File: config.mk
export PLATFORM = sky130hd
export DESIGN_NAME = letter_template_matcher
export DESIGN_NICKNAME = d
export VERILOG_FILES = /design/src/rtl/letter_template_matcher.sv
export SDC_FILE = /design/constraint.sdc
export NUM_CORES = 1
export LEC_CHECK = 0
export CAP_MARGIN = 20
export CORE_ASPECT_RATIO = 0.9
export CORE_UTILIZATION = 45
export DETAILED_ROUTE_END_ITERATION = 10
export GPL_TIMING_DRIVEN = 0
export PLACE_DENSITY_LB_ADDON = 0.2
export SLEW_MARGIN = 25
export SYNTH_ARGS = -nofsm -noshare
export SYNTH_HDL_FRONTEND = slang
export SYNTH_SLANG_ARGS = --single-unit
export TNS_END_PERCENT = 30
File: constraint.sdc
create_clock -name i_clk -period 7.83 [get_ports i_clk]
set_input_delay 1.566 -clock i_clk [delete_from_list [all_inputs] [get_ports i_clk]]
set_output_delay 1.566 -clock i_clk [all_outputs]
set_load 0.03 [all_outputs]
File: src/rtl/letter_template_matcher.sv
// letter_template_matcher: latches a 16x16 binary image, requests a 26-letter template sweep,
// and reports the letter with the smallest Hamming distance. Optional macro: LETTER_MATCH_TIMEOUT_EN.
module letter_template_matcher #(
  parameter int NUM_LETTERS = 26,
  parameter int ROWS        = 16,
  parameter int WIDTH       = 16
) (
  input  logic                    i_clk,
  input  logic                    i_rst,
  input  logic                    i_start,
  input  logic [ROWS*WIDTH-1:0]   i_image,
  input  logic                    i_tpl_valid,
  input  logic [WIDTH-1:0]        i_tpl_data,
  output logic                    o_recog_req,
  output logic                    o_busy,
  output logic                    o_done,
  output logic [4:0]              o_letter,
  output logic [8:0]              o_distance,
  output logic                    o_timeout
);

  localparam int ROW_W  = $clog2(ROWS);
  localparam int CNT_W  = $clog2(WIDTH + 1);
  localparam int LET_W  = 5;
  localparam int DIST_W = 9;

  typedef enum logic [1:0] {S_IDLE, S_REQ, S_ACCUM, S_DONE} state_t;

  function automatic logic [CNT_W-1:0] popcount(input logic [WIDTH-1:0] v);
    logic [CNT_W-1:0] c;
    c = '0;
    for (int i = 0; i < WIDTH; i++) c = c + CNT_W'(v[i]);
    return c;
  endfunction

  state_t                  r_state;
  logic [ROWS*WIDTH-1:0]   r_img;
  logic [ROW_W-1:0]        r_row;
  logic [LET_W-1:0]        r_let;
  logic [DIST_W-1:0]       r_acc;
  logic [DIST_W-1:0]       r_best_dist;
  logic [LET_W-1:0]        r_best_let;
  logic                    r_done;

  logic                    w_start_ok;
  logic [WIDTH-1:0]        w_img_row;
  logic [CNT_W-1:0]        w_row_dist;
  logic [DIST_W-1:0]       w_tot;
  logic                    w_last_row;
  logic                    w_last_let;

  assign w_start_ok = i_start && (r_state == S_IDLE || r_state == S_DONE);
  assign w_img_row  = r_img[r_row*WIDTH +: WIDTH];
  assign w_row_dist = popcount(i_tpl_data ^ w_img_row);
  assign w_tot      = r_acc + DIST_W'(w_row_dist);
  assign w_last_row = (r_row == ROW_W'(ROWS - 1));
  assign w_last_let = (r_let == LET_W'(NUM_LETTERS - 1));

  // Image is pure data: loaded on an accepted start, never reset.
  always_ff @(posedge i_clk) begin
    if (w_start_ok) r_img <= i_image;
  end

`ifdef LETTER_MATCH_TIMEOUT_EN
  logic [11:0] r_idle;
  logic        r_timeout;
`endif

  always_ff @(posedge i_clk) begin
    if (i_rst) begin
      r_state     <= S_IDLE;
      r_row       <= '0;
      r_let       <= '0;
      r_acc       <= '0;
      r_best_dist <= '0;
      r_best_let  <= '0;
      r_done      <= 1'b0;
`ifdef LETTER_MATCH_TIMEOUT_EN
      r_idle      <= '0;
      r_timeout   <= 1'b0;
`endif
    end else begin
      r_done <= 1'b0;
      case (r_state)
        S_IDLE, S_DONE: begin
          if (i_start) begin
            r_row       <= '0;
            r_let       <= '0;
            r_acc       <= '0;
            r_best_dist <= '1;
            r_best_let  <= '0;
            r_state     <= S_REQ;
`ifdef LETTER_MATCH_TIMEOUT_EN
            r_idle      <= '0;
            r_timeout   <= 1'b0;
`endif
          end
        end
        S_REQ: r_state <= S_ACCUM;
        S_ACCUM: begin
          if (i_tpl_valid) begin
`ifdef LETTER_MATCH_TIMEOUT_EN
            r_idle <= '0;
`endif
            if (!w_last_row) begin
              r_acc <= w_tot;
              r_row <= r_row + 1'b1;
            end else begin
              // Strict compare so ties keep the earlier (lower) letter.
              if (w_tot < r_best_dist) begin
                r_best_dist <= w_tot;
                r_best_let  <= r_let;
              end
              r_acc <= '0;
              r_row <= '0;
              r_let <= r_let + 1'b1;
              if (w_last_let) begin
                r_state <= S_DONE;
                r_done  <= 1'b1;
              end
            end
          end
`ifdef LETTER_MATCH_TIMEOUT_EN
          else if (r_idle == 12'hFFF) begin
            r_state   <= S_IDLE;
            r_done    <= 1'b1;
            r_timeout <= 1'b1;
          end else begin
            r_idle <= r_idle + 1'b1;
          end
`endif
        end
        default: r_state <= S_IDLE;
      endcase
    end
  end

  assign o_recog_req = (r_state == S_REQ);
  assign o_busy      = (r_state == S_REQ) || (r_state == S_ACCUM);
  assign o_done      = r_done;
  assign o_letter    = r_best_let;
  assign o_distance  = r_best_dist;
`ifdef LETTER_MATCH_TIMEOUT_EN
  assign o_timeout   = r_timeout;
`else
  assign o_timeout   = 1'b0;
`endif

endmodule

==> impl_metrics.json, run 1 <==
{
  "status": "complete, no violations",
  "synthMuxAreaShare": 0.1517,
  "drc_errors": 0,
  "synthArstFlopShare": 0,
  "postCtsHoldBufs": 0,
  "insertion_delay_ns": 0.56,
  "synthToLayoutAreaGrowth_pct": 38.43,
  "max-vdd-ir-drop_mv": 0.6018,
  "worstPathMaxFanout": 10,
  "grt_max_degree": 45,
  "place.gp.congestion": 0.8277,
  "drv_cap": 0,
  "antenna_found_initial": 3,
  "die_w_um": 174.4,
  "synth_area_per_cell_um2": 19.26,
  "cts_tree": "yes",
  "first_global_vias": 7502,
  "ant_nets": 0,
  "cp-start-kind": "register",
  "worst_slew_pin_slew_ns": 0.8755,
  "synth_top_family_by_area": "multiplexers",
  "synth_edf_count": 256,
  "grt_pass1_wl_um": 43060,
  "h-tree-depth": 1,
  "io_pins": 294,
  "period_share": 0.9635,
  "layout-drive-gt1-share": 0.1616,
  "fin_skew_ns": 0.01075,
  "cts-buffers-inserted": 31,
  "end_kind": "register",
  "drt-total-wl_um": 28530,
  "yosys_warnings": 0,
  "synth_compound_area_frac": 0.03762,
  "root_buffer": "clkbuf_16",
  "port_buffers": 292,
  "num_rows": 56,
  "layout_min_cycle_time_ns": 7.544,
  "synth_cell_type_count": 51,
  "overflow": 0,
  "p_leak_nw": 5.682,
  "synthSimpleGateAreaFrac": 0.02577,
  "worstPathRequired_ns": 8.29,
  "clock.fmax_ghz": 0.1326,
  "ys.flop_type": "edfxtp_1",
  "relSlewSlack": 0.4163,
  "netlist_area_um2": 12040,
  "viasPerCell": 5.140,
  "synth_adder_area_share": 0.04282,
  "dpl.hpwl_um": 21130,
  "syn_nets": 935,
  "hold_path.class": "register to register",
  "setup-violations-final": 0,
  "crit_type": "register to register",
  "use_met2": 0.3745,
  "die-area_um2": 27410,
  "track_usage": 0.2138,
  "synthCells": 625,
  "place_area_um2": 15520,
  "fillers": 1862,
  "hold_slack_ns": 0.4832,
  "core-area_um2": 26140,
  "drt-pass1-iter-count": 7,
  "die_h_um": 157.2,
  "top_usage_layer": "met2",
  "synthXorXnorAreaFrac": 0.01819,
  "vias": 6857,
  "maxSlewViolCount": 0,
  "gr-usage-met3": 0.05097,
  "wl_per_cell_um": 21.38,
  "power_density_nw_per_um2": 403.3,
  "final_common_cell": "clkdlybuf4s50_1",
  "cts_sinks": 291,
  "arrival_ns": 8.01,
  "finalHoldViolCount": 0,
  "gr-usage-met1": 0.2661,
  "stdcell_area_um2": 16670,
  "clk_pin_slew_ns": 0.06,
  "ys_ff_latch": 291,
  "cts_buffer_depth": 3,
  "initialDrtViolationCount": 450,
  "nets": 1271,
  "final_cell_mix": "clkdlybuf4s50_1, edfxtp_1, mux4_2",
  "ys_seq_area_frac": 0.6967,
  "start_util": 0.4606
}
==> power breakdown <==
| group | internal, W | switching (W) |
|---|---|---|
| Clock | 0.000794 | 0.000588 |
| Combinational | 0.00130 | 0.00167 |
| Sequential | 0.00225 | 0.000112 |
==> flip-flops by register name (all words and copies together) (netlist names) <==
name        flops
o_done          1
r_row           4
o_letter        5
r_let           5
r_img         256
o_distance      9
r_acc           9
r_state         2
==> layer usage <==
layer	vias to the layer above	wire, µm
met4	2	618
li1	3179	-
met3	43	1836
met1	3386	11310
met5	-	13
met2	247	14750
==> cells in the mapped netlist (all sizes together) (3+ instances only) <==
cell type / count / share of area
edfxtp: 256 / 0.64
mux4: 80 / 0.15
inv: 39 / 0.012
dfxtp: 35 / 0.058
ha: 22 / 0.023
nor2: 18 / 0.0056
a21oi: 16 / 0.0067
buf: 16 / 0.011
xor2: 16 / 0.012
clkbuf: 12 / 0.0037
fa: 12 / 0.020
o21ai: 11 / 0.0046
nand2: 10 / 0.0031
xnor2: 9 / 0.0065
a221oi: 7 / 0.0051
a22oi: 7 / 0.0044
o21a: 6 / 0.0037
and2: 4 / 0.0021
nand3: 4 / 0.0017
nand4: 4 / 0.0021
nor3b: 4 / 0.0025
nor2b: 3 / 0.0016
==> through the flow <==
stage / TNS (ns) / setup slack, ns / util / total power [W] / std cells
final: 0 / 0.2862 / 0.6377 / 0.006721 / 1334
after global routing: -0.1627 / -0.04652 / 0.6377 / 0.007180 / 1334
after CTS: 0 / 0.00009859 / 0.6323 / 0.006680 / 1327
after detailed placement: -8.881 / -0.7514 / 0.5938 / 0.005290 / 1271
after global placement: -8.085 / -0.6848 / 0.5892 / 0.005225 / 1265
after floorplan: 0 / 0.6349 / - / 0.004334 / 625
==> cells by family (layout without fill, tap and decap cells) <==
kind of cell / count (synthesis) / count (layout)
flip-flops: 291 / 291
multiplexers: 81 / 81
buffers and inverters: 67 / 426
AO/OA/AOI/OAI: 66 / 66
AND/OR/NAND/NOR: 60 / 60
adder cells (fa/ha/maj): 34 / 34
XOR/XNOR: 25 / 25
other: 1 / 3
==> timing repair <==
action | 4_1_cts | 5_1_grt
resized for setup | 20 | 20
cloned | 0 | 0
setup buffers | 1 | 5
setup endpoints to repair | 14 | 14
pin swaps | 1 | 1
==> layout make-up <==
type	instances	area (µm²)	area share
Antenna cell	2	5.005	0.0003003
Clock inverter	18	153.9	0.009234
Sequential cell	291	8388	0.5033
Tap cell	348	435.4	0.02613
Timing Repair Buffer	304	3088	0.1853
Clock buffer	38	802.0	0.04812
Multi-Input combinational cell	267	3412	0.2047
Inverter	39	146.4	0.008784
Buffer	27	235.2	0.01411
==> worst max-delay path: stages, from the launching register on <==
cell and delay, ns:
dfxtp_1 0.37, buf_6 0.13, buf_12 0.17, buf_12 0.18, mux4_1 0.56, mux4_2 0.51, xnor2_2 0.16, fa_1 0.51
inv_1 0.07, fa_1 0.50, fa_1 0.51, inv_1 0.06, fa_1 0.52, fa_2 0.44, fa_1 0.43, nor2b_2 0.14
o31a_1 0.19, o21ai_0 0.11, xor2_1 0.18, inv_1 0.06, ha_1 0.29, a211o_1 0.30, a211oi_4 0.28, a31oi_2 0.16
or2_4 0.31, a221oi_1 0.29
==> path summary, 6_finish.rpt <==
path / startpoint / to / slack, ns / cells after the start
max: r_row[0]$_SDFFE_PP0P_ / o_distance[5]$_SDFFE_PP0P_ / 0.29 / 25
min: o_distance[4]$_SDFFE_PP0P_ / o_distance[4]$_SDFFE_PP0P_ / 0.48 / 2
max reg2reg: r_row[0]$_SDFFE_PP0P_ / o_distance[5]$_SDFFE_PP0P_ / 0.29 / 25
min reg2reg: o_distance[4]$_SDFFE_PP0P_ / o_distance[4]$_SDFFE_PP0P_ / 0.48 / 2
No activity file was read; power rests on OpenSTA's default activity.
==> run 2, diff against run 1 <==
Settings changed: CORE_UTILIZATION 45 to 55, DONT_BUFFER_PORTS set to 1.
Clock period 7.83 ns to 6.26 ns, I/O delays scaled along.
==> impl_metrics.json, run 2 (synthesis results as in run 1) <==
{
  "status": "finished, violations left",
  "violations": "setup timing",
  "drc_errors": 0,
  "die-area_um2": 22490,
  "num_rows": 50,
  "root_buffer": "clkbuf_16",
  "layout_min_cycle_time_ns": 7.435,
  "power_density_nw_per_um2": 612.5,
  "finalHoldViolCount": 0,
  "seq_power_share": 0.354,
  "worst_slew_pin_slew_ns": 0.8741,
  "cp-start-kind": "register",
  "place.gp.congestion": 0.8266,
  "regMostFlops": "r_img",
  "h-tree-depth": 1,
  "cp.buffers_inverters": 6,
  "postCtsHoldBufs": 0,
  "cts-buffers-inserted": 29,
  "drt-pass1-iter-count": 5,
  "first_global_vias": 6353,
  "combPwrFrac": 0.447,
  "period_share": 1.188,
  "antenna_found_initial": 4,
  "fin_skew_ns": 0.01685,
  "worstPathMaxFanout": 8,
  "largest_register_ffs": 256,
  "slowest_stage": "fa_1",
  "end_kind": "register",
  "io_pins": 294,
  "crit_type": "register to register",
  "clk_pin_slew_ns": 0.06,
  "grt_pass1_wl_um": 38380,
  "die_h_um": 142.4,
  "final_common_cell": "edfxtp_1",
  "dp.cells": 915,
  "power.switching_w": 0.003097,
  "hold_path.class": "register to register",
  "slowest_delay_ns": 0.59,
  "insertion_delay_ns": 0.56,
  "layout-drive-gt1-share": 0.2925,
  "pwr-share-clk": 0.199,
  "grt_setup_unrepaired": "true",
  "fillers": 1420,
  "wl_per_cell_um": 27.00,
  "synthToLayoutAreaGrowth_pct": 16.16,
  "die_w_um": 158.0,
  "instances_no_fill": 1000,
  "p_leak_nw": 4.695,
  "cts_tree": "yes",
  "total_power_w": 0.008565,
  "nets": 998,
  "final_cell_mix": "edfxtp_1, mux4_2, inv_1",
  "worstPathRequired_ns": 6.71,
  "initialDrtViolationCount": 591,
  "dpl.hpwl_um": 18760,
  "grt_max_degree": 62,
  "core-area_um2": 21150,
  "setup-violations-final": 15,
  "switching_share": 0.3616,
  "clock.fmax_ghz": 0.1345,
  "ant_nets": 0,
  "viasPerCell": 6.089,
  "crit_path_frequent_cell": "fa_1",
  "cp_top_family": "adder cells",
  "setup_ws_ns": -1.175,
  "p_int_w": 0.005468,
  "maxSlewViolCount": 0,
  "arrival_ns": 7.88,
  "drt-total-wl_um": 27000,
  "vias": 6089,
  "relSlewSlack": 0.4006,
  "drv_cap": 0,
  "port_buffers": 0,
  "cts_sinks": 291,
  "max-vdd-ir-drop_mv": 0.5680,
  "start_util": 0.5693,
  "track_usage": 0.2423,
  "cts_buffer_depth": 3,
  "overflow": 0,
  "finalSetupTns_ns": -15.83
}
==> run 2: area by class of cell <==
class	instances	area [µm²]	share of cell area
repair buffers	32	375.4	0.02684
diodes	3	7.507	0.0005368
clock buffers	37	798.3	0.05708
clock inverters	17	155.1	0.01109
inverters	39	146.4	0.01047
well taps	286	357.8	0.02559
flip-flops and latches	291	8389	0.5999
plain buffers	27	260.3	0.01861
multi-input cells	268	3495	0.2499
==> run 2: through the flow <==
step / hold WS [ns] / area (µm²) / setup slack [ns] / util
final: 0.5211 / 13980 / -1.175 / 0.6614
after global routing: 0.5432 / 13980 / -1.417 / 0.6612
after CTS: 0.5170 / 13870 / -1.176 / 0.6560
after detailed placement: 0.5043 / 12500 / -2.357 / 0.5912
after global placement: 0.4906 / 12400 / -2.303 / 0.5863
after floorplan: 0.4620 / 12040 / -0.9351 / -
==> run 2: final timing paths <==
path | start | end | slack (ns) | cells past startpoint
worst min register to register | r_let[1]$_SDFFE_PP0P_ | o_letter[1]$_SDFFE_PP0P_ | 0.52 | 2
worst max-delay path | r_row[0]$_SDFFE_PP0P_ | o_distance[5]$_SDFFE_PP0P_ | -1.17 | 25
worst min-delay path | r_let[1]$_SDFFE_PP0P_ | o_letter[1]$_SDFFE_PP0P_ | 0.52 | 2
worst max register to register | r_row[0]$_SDFFE_PP0P_ | o_distance[5]$_SDFFE_PP0P_ | -1.17 | 25
==> run 2: per-layer routing <==
metal,share of wire,global-route usage,vias up
li1,-,-,2633
met1,0.37,0.2977,3090
met2,0.52,0.4201,294
met3,0.080,0.06090,70
met4,0.032,0.08047,2
met5,0.00044,0,-
==> run 2: tightest hold or removal path, cell delays in order, from the launching register on <==
cell     delay (ns)
dfxtp_1        0.36
nand2_2        0.08
a21oi_2        0.04
==> run 2: power by group through the flow <==
stage / clock network (W) / logic (W) / registers, W
2_1_floorplan: 0 / 0.00233 / 0.00309
3_3_place_gp: 0 / 0.00304 / 0.00316
3_5_place_dp: 0 / 0.00329 / 0.00307
4_1_cts: 0.00173 / 0.00354 / 0.00304
5_1_grt: 0.00179 / 0.00422 / 0.00308
6_report: 0.00170 / 0.00383 / 0.00303
==> run 2: timing repair <==
action	in CTS	in global routing
gates cloned	2	0
setup buffers	21	6
resized for setup	56	15
endpoints found under the setup margin	22	16
pin swaps	18	8
==> run 3, diff against run 2 <==
Clock period 6.26 ns to 6.4 ns, I/O delays scaled along.
==> results of run 3 <==
The final DEF is identical to that of run 2. Status: finished, violations left: setup timing.
Main changes from that run: setup slack after placement -2.357 ns -> -2.217 ns; setup slack after layout -1.175 ns -> -1.035 ns; setup TNS -15.83 ns -> -13.73 ns; register-to-register setup slack -1.17 ns -> -1.03 ns; total power 0.008565 W -> 0.008378 W; worst IR drop on VDD 0.5680 mV -> 0.5556 mV
